--- config.mk ---
export PLATFORM = sky130hd
export DESIGN_NAME = o_store_unit
export DESIGN_NICKNAME = d
export VERILOG_FILES = /design/src/rtl/sys_defs.sv /design/src/rtl/o_store_fifo.sv /design/src/rtl/o_store_unit.sv
export SDC_FILE = /design/constraint.sdc
export NUM_CORES = 1
export LEC_CHECK = 0
export ABC_AREA = 1
export BUFFER_PORTS_ARGS = -buffer_cell sky130_fd_sc_hd__buf_2
export CELL_PAD_IN_SITES_DETAIL_PLACEMENT = 2
export CELL_PAD_IN_SITES_GLOBAL_PLACEMENT = 2
export CORE_AREA = 2 2 207 209
export CTS_BUF_LIST = sky130_fd_sc_hd__clkbuf_4
export CTS_CLUSTER_SIZE = 8
export DETAILED_ROUTE_END_ITERATION = 16
export DIE_AREA = 0 0 209 211
export GPL_TIMING_DRIVEN = 1
export PLACE_DENSITY_LB_ADDON = 0.05
export SYNTH_ARGS = -nofsm -noshare
export SYNTH_HDL_FRONTEND = slang
export SYNTH_SLANG_ARGS = --single-unit
--- constraint.sdc ---
create_clock -name clock -period 2.7 [get_ports clock]
set_input_delay 0.27 -clock clock [delete_from_list [all_inputs] [get_ports clock]]
set_output_delay 0.27 -clock clock [all_outputs]
set_load 0.02 [all_outputs]
--- src/rtl/sys_defs.sv ---
// Shared AURA memory-interface types and constants used by the output store unit.
package sys_defs;

    localparam int unsigned ADDR_W  = 32;
    localparam int unsigned BLOCK_W = 64;
    localparam int unsigned TAG_W   = 4;
    localparam int unsigned CMD_W   = 2;

    typedef logic [ADDR_W-1:0]  ADDR;
    typedef logic [BLOCK_W-1:0] MEM_BLOCK;
    typedef logic [TAG_W-1:0]   MEM_TAG;

    typedef enum logic [CMD_W-1:0] {
        MEM_NONE  = 2'h0,
        MEM_LOAD  = 2'h1,
        MEM_STORE = 2'h2
    } MEM_COMMAND;

    localparam ADDR O_BASE = 32'h0002_0000;

    typedef enum logic [1:0] {
        O_IDLE = 2'h0,
        O_RUN  = 2'h1,
        O_DONE = 2'h2
    } O_STORE_STATE;

    // One memory request as seen on the proc2mem bus.
    typedef struct packed {
        MEM_COMMAND command;
        ADDR        addr;
        MEM_BLOCK   data;
    } mem_req_t;

endpackage

--- src/rtl/o_store_fifo.sv ---
// Synchronous FIFO with registered occupancy; no push-to-head bypass.
module o_store_fifo #(
    parameter int unsigned DEPTH = 4,
    parameter int unsigned WIDTH = 64
) (
    input  logic             clock,
    input  logic             reset,
    input  logic             push,
    input  logic [WIDTH-1:0] push_data,
    input  logic             pop,
    output logic [WIDTH-1:0] head,
    output logic             full,
    output logic             empty
);

    localparam int unsigned PTR_W = $clog2(DEPTH);
    localparam int unsigned CNT_W = PTR_W + 1;

    logic [WIDTH-1:0] mem_q [DEPTH];
    logic [WIDTH-1:0] mem_d [DEPTH];
    logic [PTR_W-1:0] wr_q, wr_d, rd_q, rd_d;
    logic [CNT_W-1:0] cnt_q, cnt_d;
    logic             do_push, do_pop;

    assign full    = (cnt_q == CNT_W'(DEPTH));
    assign empty   = (cnt_q == '0);
    assign do_push = push && !full;
    assign do_pop  = pop && !empty;
    assign head    = mem_q[rd_q];

    always_comb begin
        mem_d = mem_q;
        wr_d  = wr_q;
        rd_d  = rd_q;
        if (do_push) begin
            mem_d[wr_q] = push_data;
            wr_d        = wr_q + PTR_W'(1);
        end
        if (do_pop) begin
            rd_d = rd_q + PTR_W'(1);
        end
        cnt_d = cnt_q + CNT_W'(do_push) - CNT_W'(do_pop);
    end

    always_ff @(posedge clock) begin
        if (reset) begin
            mem_q <= '{default: '0};
            wr_q  <= '0;
            rd_q  <= '0;
            cnt_q <= '0;
        end else begin
            mem_q <= mem_d;
            wr_q  <= wr_d;
            rd_q  <= rd_d;
            cnt_q <= cnt_d;
        end
    end

endmodule

--- src/rtl/o_store_unit.sv ---
// Output writeback engine: buffers O rows and stores them to BASE_ADDR with tag-0 retry.
// Optional accumulator of accepted store data enabled by O_STORE_CHECKSUM_EN.
module o_store_unit
    import sys_defs::*;
#(
    parameter int unsigned NUM_LINES  = 512,
    parameter int unsigned FIFO_DEPTH = 4,
    parameter ADDR         BASE_ADDR  = O_BASE
) (
    input  logic               clock,
    input  logic               reset,
    input  logic               start,
    input  logic               o_valid,
    input  logic [BLOCK_W-1:0] o_data,
    output logic               o_ready,
    output logic [CMD_W-1:0]   proc2mem_command,
    output logic [ADDR_W-1:0]  proc2mem_addr,
    output logic [BLOCK_W-1:0] proc2mem_data,
    input  logic [TAG_W-1:0]   mem2proc_transaction_tag,
    output logic               done,
    output logic [BLOCK_W-1:0] checksum
);

    localparam int unsigned LINE_W = $clog2(NUM_LINES) + 1;

    O_STORE_STATE      state_q, state_d;
    logic [LINE_W-1:0] line_idx_q, line_idx_d;
    logic [LINE_W-1:0] push_cnt_q, push_cnt_d;
    logic              done_q, done_d;

    logic              fifo_full, fifo_empty;
    MEM_BLOCK          fifo_head;
    logic              push, issue, accept, arm;
    mem_req_t          req;

    // Ready and issue decode registered state only; the tag never reaches o_ready.
    assign o_ready = (state_q == O_RUN) && !fifo_full && (push_cnt_q < LINE_W'(NUM_LINES));
    assign push    = o_valid && o_ready;
    assign issue   = (state_q == O_RUN) && !fifo_empty;
    assign accept  = issue && (mem2proc_transaction_tag != '0);
    assign arm     = start && (state_q != O_RUN);

    o_store_fifo #(
        .DEPTH (FIFO_DEPTH),
        .WIDTH (BLOCK_W)
    ) u_fifo (
        .clock     (clock),
        .reset     (reset),
        .push      (push),
        .push_data (o_data),
        .pop       (accept),
        .head      (fifo_head),
        .full      (fifo_full),
        .empty     (fifo_empty)
    );

    always_comb begin
        req = '{command: MEM_NONE, addr: '0, data: '0};
        if (issue) begin
            req.command = MEM_STORE;
            req.addr    = BASE_ADDR + (ADDR_W'(line_idx_q) << 3);
            req.data    = fifo_head;
        end
    end

    assign proc2mem_command = req.command;
    assign proc2mem_addr    = req.addr;
    assign proc2mem_data    = req.data;
    assign done             = done_q;

    always_comb begin
        state_d    = state_q;
        line_idx_d = line_idx_q;
        push_cnt_d = push_cnt_q;
        done_d     = done_q;
        case (state_q)
            O_IDLE, O_DONE: begin
                if (start) begin
                    state_d    = O_RUN;
                    line_idx_d = '0;
                    push_cnt_d = '0;
                    done_d     = 1'b0;
                end
            end
            O_RUN: begin
                if (push) begin
                    push_cnt_d = push_cnt_q + LINE_W'(1);
                end
                if (accept) begin
                    line_idx_d = line_idx_q + LINE_W'(1);
                    if (line_idx_q == LINE_W'(NUM_LINES - 1)) begin
                        state_d = O_DONE;
                        done_d  = 1'b1;
                    end
                end
            end
            default: state_d = O_IDLE;
        endcase
    end

    always_ff @(posedge clock) begin
        if (reset) begin
            state_q    <= O_IDLE;
            line_idx_q <= '0;
            push_cnt_q <= '0;
            done_q     <= 1'b0;
        end else begin
            state_q    <= state_d;
            line_idx_q <= line_idx_d;
            push_cnt_q <= push_cnt_d;
            done_q     <= done_d;
        end
    end

`ifdef O_STORE_CHECKSUM_EN
    MEM_BLOCK checksum_q, checksum_d;

    always_comb begin
        checksum_d = checksum_q;
        if (arm) begin
            checksum_d = '0;
        end else if (accept) begin
            checksum_d = checksum_q ^ req.data;
        end
    end

    always_ff @(posedge clock) begin
        if (reset) begin
            checksum_q <= '0;
        end else begin
            checksum_q <= checksum_d;
        end
    end

    assign checksum = checksum_q;
`else
    logic unused_arm;
    assign unused_arm = arm;
    assign checksum   = '0;
`endif

endmodule
==> out/metrics.csv, run 1 <==
metric,value,unit
final cell area excluding filler cells,16000,µm²
Final Power,11.8,mW
Routed wire per std cell,18.9,µm
fillers,5054,
gpl congestion,0.743,
Final Hold Viols,0,
CORE AREA,41800,µm²
layout cells sized above 1,15.3,%
Register Area,5730,µm²
Routed WL,52.0,mm
Die X,209,µm
average instance area after synthesis,6.79,µm²
total CTS buffers,88,
initial antenna violation count,4,
Max Fclk,0.389,GHz
post-synthesis cell area,13300,µm²
vias per inst,4.99,
NumNets Final,2240,
Yosys reg bits,286,
measured slew at the worst slew-check pin,0.812,ns
pre-CTS setup slack,0.332,ns
pin count of the biggest net entering global routing,76,
# IOs,236,
count of cell types in the netlist,29,
TritonCTS clock tree,built,
# DRC,0,
Max-Slew Margin vs Limit,45.7,%
status,"finished, final reports clean",
met3 Use GR,4.42,%
DIE AREA,44100,µm²
Final WS setup,0.131,ns
Final Util,38.3,%
Worst Path Max Fanout,38,
crit path DAT,2.30,ns
GR Util met2,41.3,%
Detailed Route Iter0 Violations,491,
setup TNS,0,ns
fin crit share,95.1,%
Post-synth EDFFs,0,
Fin Clk Skew,0.0404,ns
All-Layer GR Usage,23.5,%
Pleak,7.27,nW
area of the multi-input gates,6360,µm²
max_cap viols,0,
Max clock buf depth,3,
total congestion overflow,0,
Worst Setup End Kind,output pin,
latest clock arrival within the worst-skew pair,0.80,ns
Main synth FF type,dfxtp_1,
Post-DP HPWL,29.4,mm
yosys warns,0,
final critical-path required period,2.57,ns
global-route wire length before repair,82.3,mm
H-Tree Depth,3,
Initial Utilization,31.8,%
met1 Track Usage GR,29.2,%
Crit Path Category,reg2out,
worst min path class,in2reg,
buffers added on ports,149,
Layout area overhead,20.1,%
clk slew on worst S/H paths,0.06,ns
busiest layer in global routing,met2,
Core Rows,75,
post-synthesis async set-or-reset flop share,0,%
Root Driver,clkbuf_4,
Peak VDD IR,252,µV
die height,211,µm
Cells after Synth,1957,
Final ANT Viol Nets,0,
RSZ-0062 raised after global routing,true,
register area share after synthesis,43.1,%
DRT Pass-1 Iters,6,
via count,13742,
final setup violating endpoints,0,
dpl cell area,14200,µm²
clock sinks,286,
pwr dens,736,nW/µm²
Worst Setup Start Kind,flop,
Critical Path RT,2.43,ns
vias in the first global route,14955,
final slew viol count,0,
==> report_power, final <==
part           switching [mW]  internal, mW
clock                    1.99          2.19
sequential              0.152          4.48
combinational            2.05         0.892
==> worst max-delay path, cell delays in order, from the launching register on <==
cell and delay [ns]:
dfxtp_1 0.39, nor2_1 0.08, nand2_1 0.12, nand2_4 0.12, buf_16 0.19, a21oi_1 0.31
buf_2 0.23
==> sequential cells by signal (all words and copies together), names as in the netlist <==
register      count
u_fifo.mem_q    256
line_idx_q       10
push_cnt_q       10
u_fifo.cnt_q      3
state_q           2
u_fifo.rd_q       2
u_fifo.wr_q       2
done              1
==> final timing paths <==
path	start	end	slack, ns	cells past startpoint
max	u_fifo.cnt_q[1]	proc2mem_data[38]	0.13	6
min	mem2proc_transaction_tag[2]	u_fifo.rd_q[0]	0.15	5
max reg2reg	state_q[1]	u_fifo.cnt_q[2]	0.34	13
min reg2reg	done	done	0.47	2
==> cells in the final DEF, fill, tap and decap left out, types with 2 or more instances in the layout <==
master           n
nor2_4           3
clkinv_2         2
clkinv_1         9
nor2_1         811
nor2_8           2
nand2_2          2
dfxtp_1        284
buf_16           3
nand4_1          3
inv_1           46
diode_2          4
clkbuf_4       132
conb_1          86
dlygate4sd3_1   66
buf_12          14
ha_1             8
nand2_1         58
nand3_1         14
buf_4           16
inv_2            7
o21ai_1         92
o21ai_0        302
a21oi_1         90
buf_2          149
==> metal layers <==
layer,vias to the layer above,wire length [µm],share of wire [%]
li1,6550,-,-
met1,6876,23700,46
met2,238,25500,49
met3,78,1810,3.5
met4,0,990,1.9
met5,-,0,0
==> through the flow <==
stage	cells	hold slack [ns]
global placement	2540	0.457
CTS	2751	0.0690
global route	2756	0.0938
detailed placement	2540	0.469
floorplan	2042	0.405
finish	2756	0.145
==> layout make-up <==
| cell class | count | share of cell area, % |
|---|---|---|
| repair buffers | 250 | 12.2 |
| well taps | 539 | 4.22 |
| clock inverters | 12 | 0.290 |
| inverters | 54 | 1.32 |
| flip-flops and latches | 286 | 35.9 |
| clock buffers | 132 | 6.20 |
| diodes | 4 | 0.0627 |
| multi-input cells | 1479 | 39.8 |
==> logic make-up (layout without fill, tap and decap cells) <==
logic type	Yosys count	count (layout)	share of synthesized area, %
simple gates	896	896	25.9
other cells	1	90	0.0282
flops	286	286	43.1
compound gates	486	486	18.3
fa+ha+maj	9	9	0.903
buf+inv	277	448	11.6
xor+xnor	2	2	0.132
==> Yosys cell counts (8+ instances only) <==
cell type  count  share of area, %
nor2_1       811                23
o21ai_0      303                11
dfxtp_1      286                43
a21oi_1       91               3.4
o21ai_1       91               3.4
buf_4         89               5.0
clkbuf_1      66               1.9
nand2_1       59               1.7
inv_1         48               1.4
buf_2         45               1.7
buf_6         14               1.2
nand3_1       14              0.53
buf_1          8              0.23
ha_1           8              0.75
==> timing repair <==
item	in CTS	in global routing
setup endpoints to repair	76	29
pin swaps	0	1
setup buffers	0	0
endpoints found under the hold margin	266	0
resized for setup	7	6
cloned	1	1
hold buffers	66	0
Note: power is estimated with default switching activity, not from simulation.
==> run 2: changes to the inputs <==
- CORE_AREA: 2 2 207 209 -> 2 2 211 213
- CTS_BUF_LIST: sky130_fd_sc_hd__clkbuf_4 -> unset
- DIE_AREA: 0 0 209 211 -> 0 0 213 215
==> run 2 against run 1 <==
Count of clock-buffer cells in the layout shrank 86. Cell area is 2.3% lower. Non-clock buffer count is 41 lower. Power grew 3.5%. Worst setup slack improved by 0.092 ns. Global-route usage fell by 1.3 points. Largest power group is now the clock network.
==> out/metrics.csv, run 2 (same netlist as run 1, synthesis figures left out) <==
metric,value,unit,change
Initial Utilization,30.5,%,-1.4 points
fin crit share,91.7,%,-3.4 points
via count,13119,,-4.5%
CP max stage delay,0.43,ns,+0.04 ns
All-Layer GR Usage,22.2,%,-1.3 points
Detailed Route Iter0 Violations,496,,+1.0%
Biggest register,u_fifo.mem_q,,
vias in the first global route,14187,,-5.1%
most frequent cells in the layout,"nor2_1, o21ai_0, dfxtp_1",,
DIE AREA,45800,µm²,+3.8%
final critical-path required period,2.48,ns,-0.0917 ns
max_cap viols,0,,unchanged
gpl congestion,0.749,,+0.90%
Final Util,35.8,%,-2.5 points
Final ANT Viol Nets,0,,unchanged
global-route wire length before repair,80.4,mm,-2.2%
Max clock buf depth,3,,unchanged
setup TNS,0,ns,unchanged
Crit Path Category,reg2out,,
total congestion overflow,0,,unchanged
pre-CTS setup slack,0.518,ns,+0.186 ns
# IOs,236,,unchanged
Root Driver,clkbuf_16,,
GR Util met2,38.4,%,-2.9 points
busiest layer in global routing,met2,,
# DRC,0,,unchanged
Layout area overhead,17.4,%,
CP top delay family,buffers and inverters,,
Core Rows,77,,+2.7%
Max Fclk,0.404,GHz,+3.7%
met3 Use GR,2.81,%,-1.6 points
layout cells sized above 1,11.8,%,-3.6 points
buffers added on ports,149,,unchanged
largest registers,"u_fifo.mem_q (256), line_idx_q (10), push_cnt_q (10)",,
Worst Setup Start Kind,flop,,
final setup violating endpoints,0,,unchanged
Final Power,12.2,mW,+3.5%
Max-Slew Margin vs Limit,46.9,%,+1.2 points
CORE AREA,43600,µm²,+4.5%
Routed WL,50.5,mm,-3.0%
Post-DP HPWL,29.5,mm,+0.34%
max reg flops,256,,unchanged
Final WS setup,0.223,ns,+0.0917 ns
area of the multi-input gates,6360,µm²,about the same
status,"finished, final reports clean",,
Peak VDD IR,347,µV,+38%
clk slew on worst S/H paths,0.05,ns,about the same
TritonCTS clock tree,built,,
Routed wire per std cell,18.9,µm,+0.17%
total CTS buffers,41,,-53%
Final Hold Viols,0,,unchanged
fin cells,2668,,-3.2%
RSZ-0062 raised after global routing,false,,
Worst Path Max Fanout,23,,-39%
worst min path class,in2reg,,
Worst Setup End Kind,output pin,,
met1 Track Usage GR,29.2,%,-0.068 points
crit path DAT,2.21,ns,-0.09 ns
final slew viol count,0,,unchanged
pwr dens,779,nW/µm²,+5.9%
crit-path cells,inv_4 -> buf_4 -> nor2_1 -> o21ai_0 -> a21oi_1 -> buf_2,,
Crit path buffers/inverters,3,,+1
fillers,5227,,+3.4%
latest clock arrival within the worst-skew pair,0.55,ns,-0.25 ns
DRT Pass-1 Iters,4,,-2
H-Tree Depth,2,,-1
Post-Place Cells,2592,,+2.0%
measured slew at the worst slew-check pin,0.797,ns,-0.0151 ns
Pleak,6.97,nW,-4.1%
die height,215,µm,+1.9%
vias per inst,4.92,,-1.4%
initial antenna violation count,1,,-3
Crit-path slowest cell,dfxtp_2,,
clock sinks,286,,unchanged
pin count of the biggest net entering global routing,84,,+11%
Register Area,5730,µm²,unchanged
Fin Clk Skew,0.00885,ns,-0.0316 ns
NumNets Final,2152,,-3.9%
Critical Path RT,2.43,ns,about the same
"commonest non-fill, non-tap cell in the layout",nor2_1,,
Die X,213,µm,+1.9%
-- run 2: path summary, 6_finish.rpt --
| kind | depth (start not counted) | slack [ns] | from | endpoint |
|---|---|---|---|---|
| hold / removal | 3 | 0.01 | o_data[53] | u_fifo.mem_q[181] |
| setup reg to reg | 12 | 0.50 | u_fifo.cnt_q[1] | u_fifo.cnt_q[2] |
| hold reg to reg | 2 | 0.47 | done | done |
| setup / recovery | 6 | 0.22 | u_fifo.rd_q[1] | proc2mem_data[41] |
-- run 2: cell type report --
cell class	count	share of cell area [%]
clock inverters	1	0.0561
well taps	592	4.74
repair buffers	209	9.42
diodes	1	0.0160
multi-input cells	1479	40.7
inverters	54	1.36
flip-flops and latches	286	36.7
clock buffers	46	6.96
-- run 2: tightest hold or removal path, delay by kind of cell --
family	cells	cell delay (ns)
AND/OR/NAND/NOR	2	0.13
buffers and inverters	1	0.12
-- run 2: per-stage QoR --
step           hold WS, ns  instance area (µm²)
2_1_floorplan        0.405                13600
3_3_place_gp         0.456                14200
3_5_place_dp         0.469                14200
4_1_cts           0.000216                15600
5_1_grt             0.0197                15600
6_report            0.0139                15600
-- run 2: where the power goes --
part	leakage [nW]	internal, mW	switching [mW]
Combinational	4.12	0.821	2.01
Sequential	2.32	4.49	0.146
Clock	0.538	2.79	1.90
Total	6.97	8.10	4.06
-- run 2: what timing repair did --
action | in CTS | in global routing
resized for setup | 1 | 3
endpoints found under the setup margin | 1 | 3
hold buffers | 27 | 0
gates cloned | 1 | 0
setup buffers | 0 | 0
endpoints found under the hold margin | 61 | 0
-- run 2: per-layer routing --
layer  vias up  part of all wire [%]
met3        55                   3.1
met1      6567                    47
li1       6292                     -
met2       205                    48
met5         -                     0
met4         0                   1.7
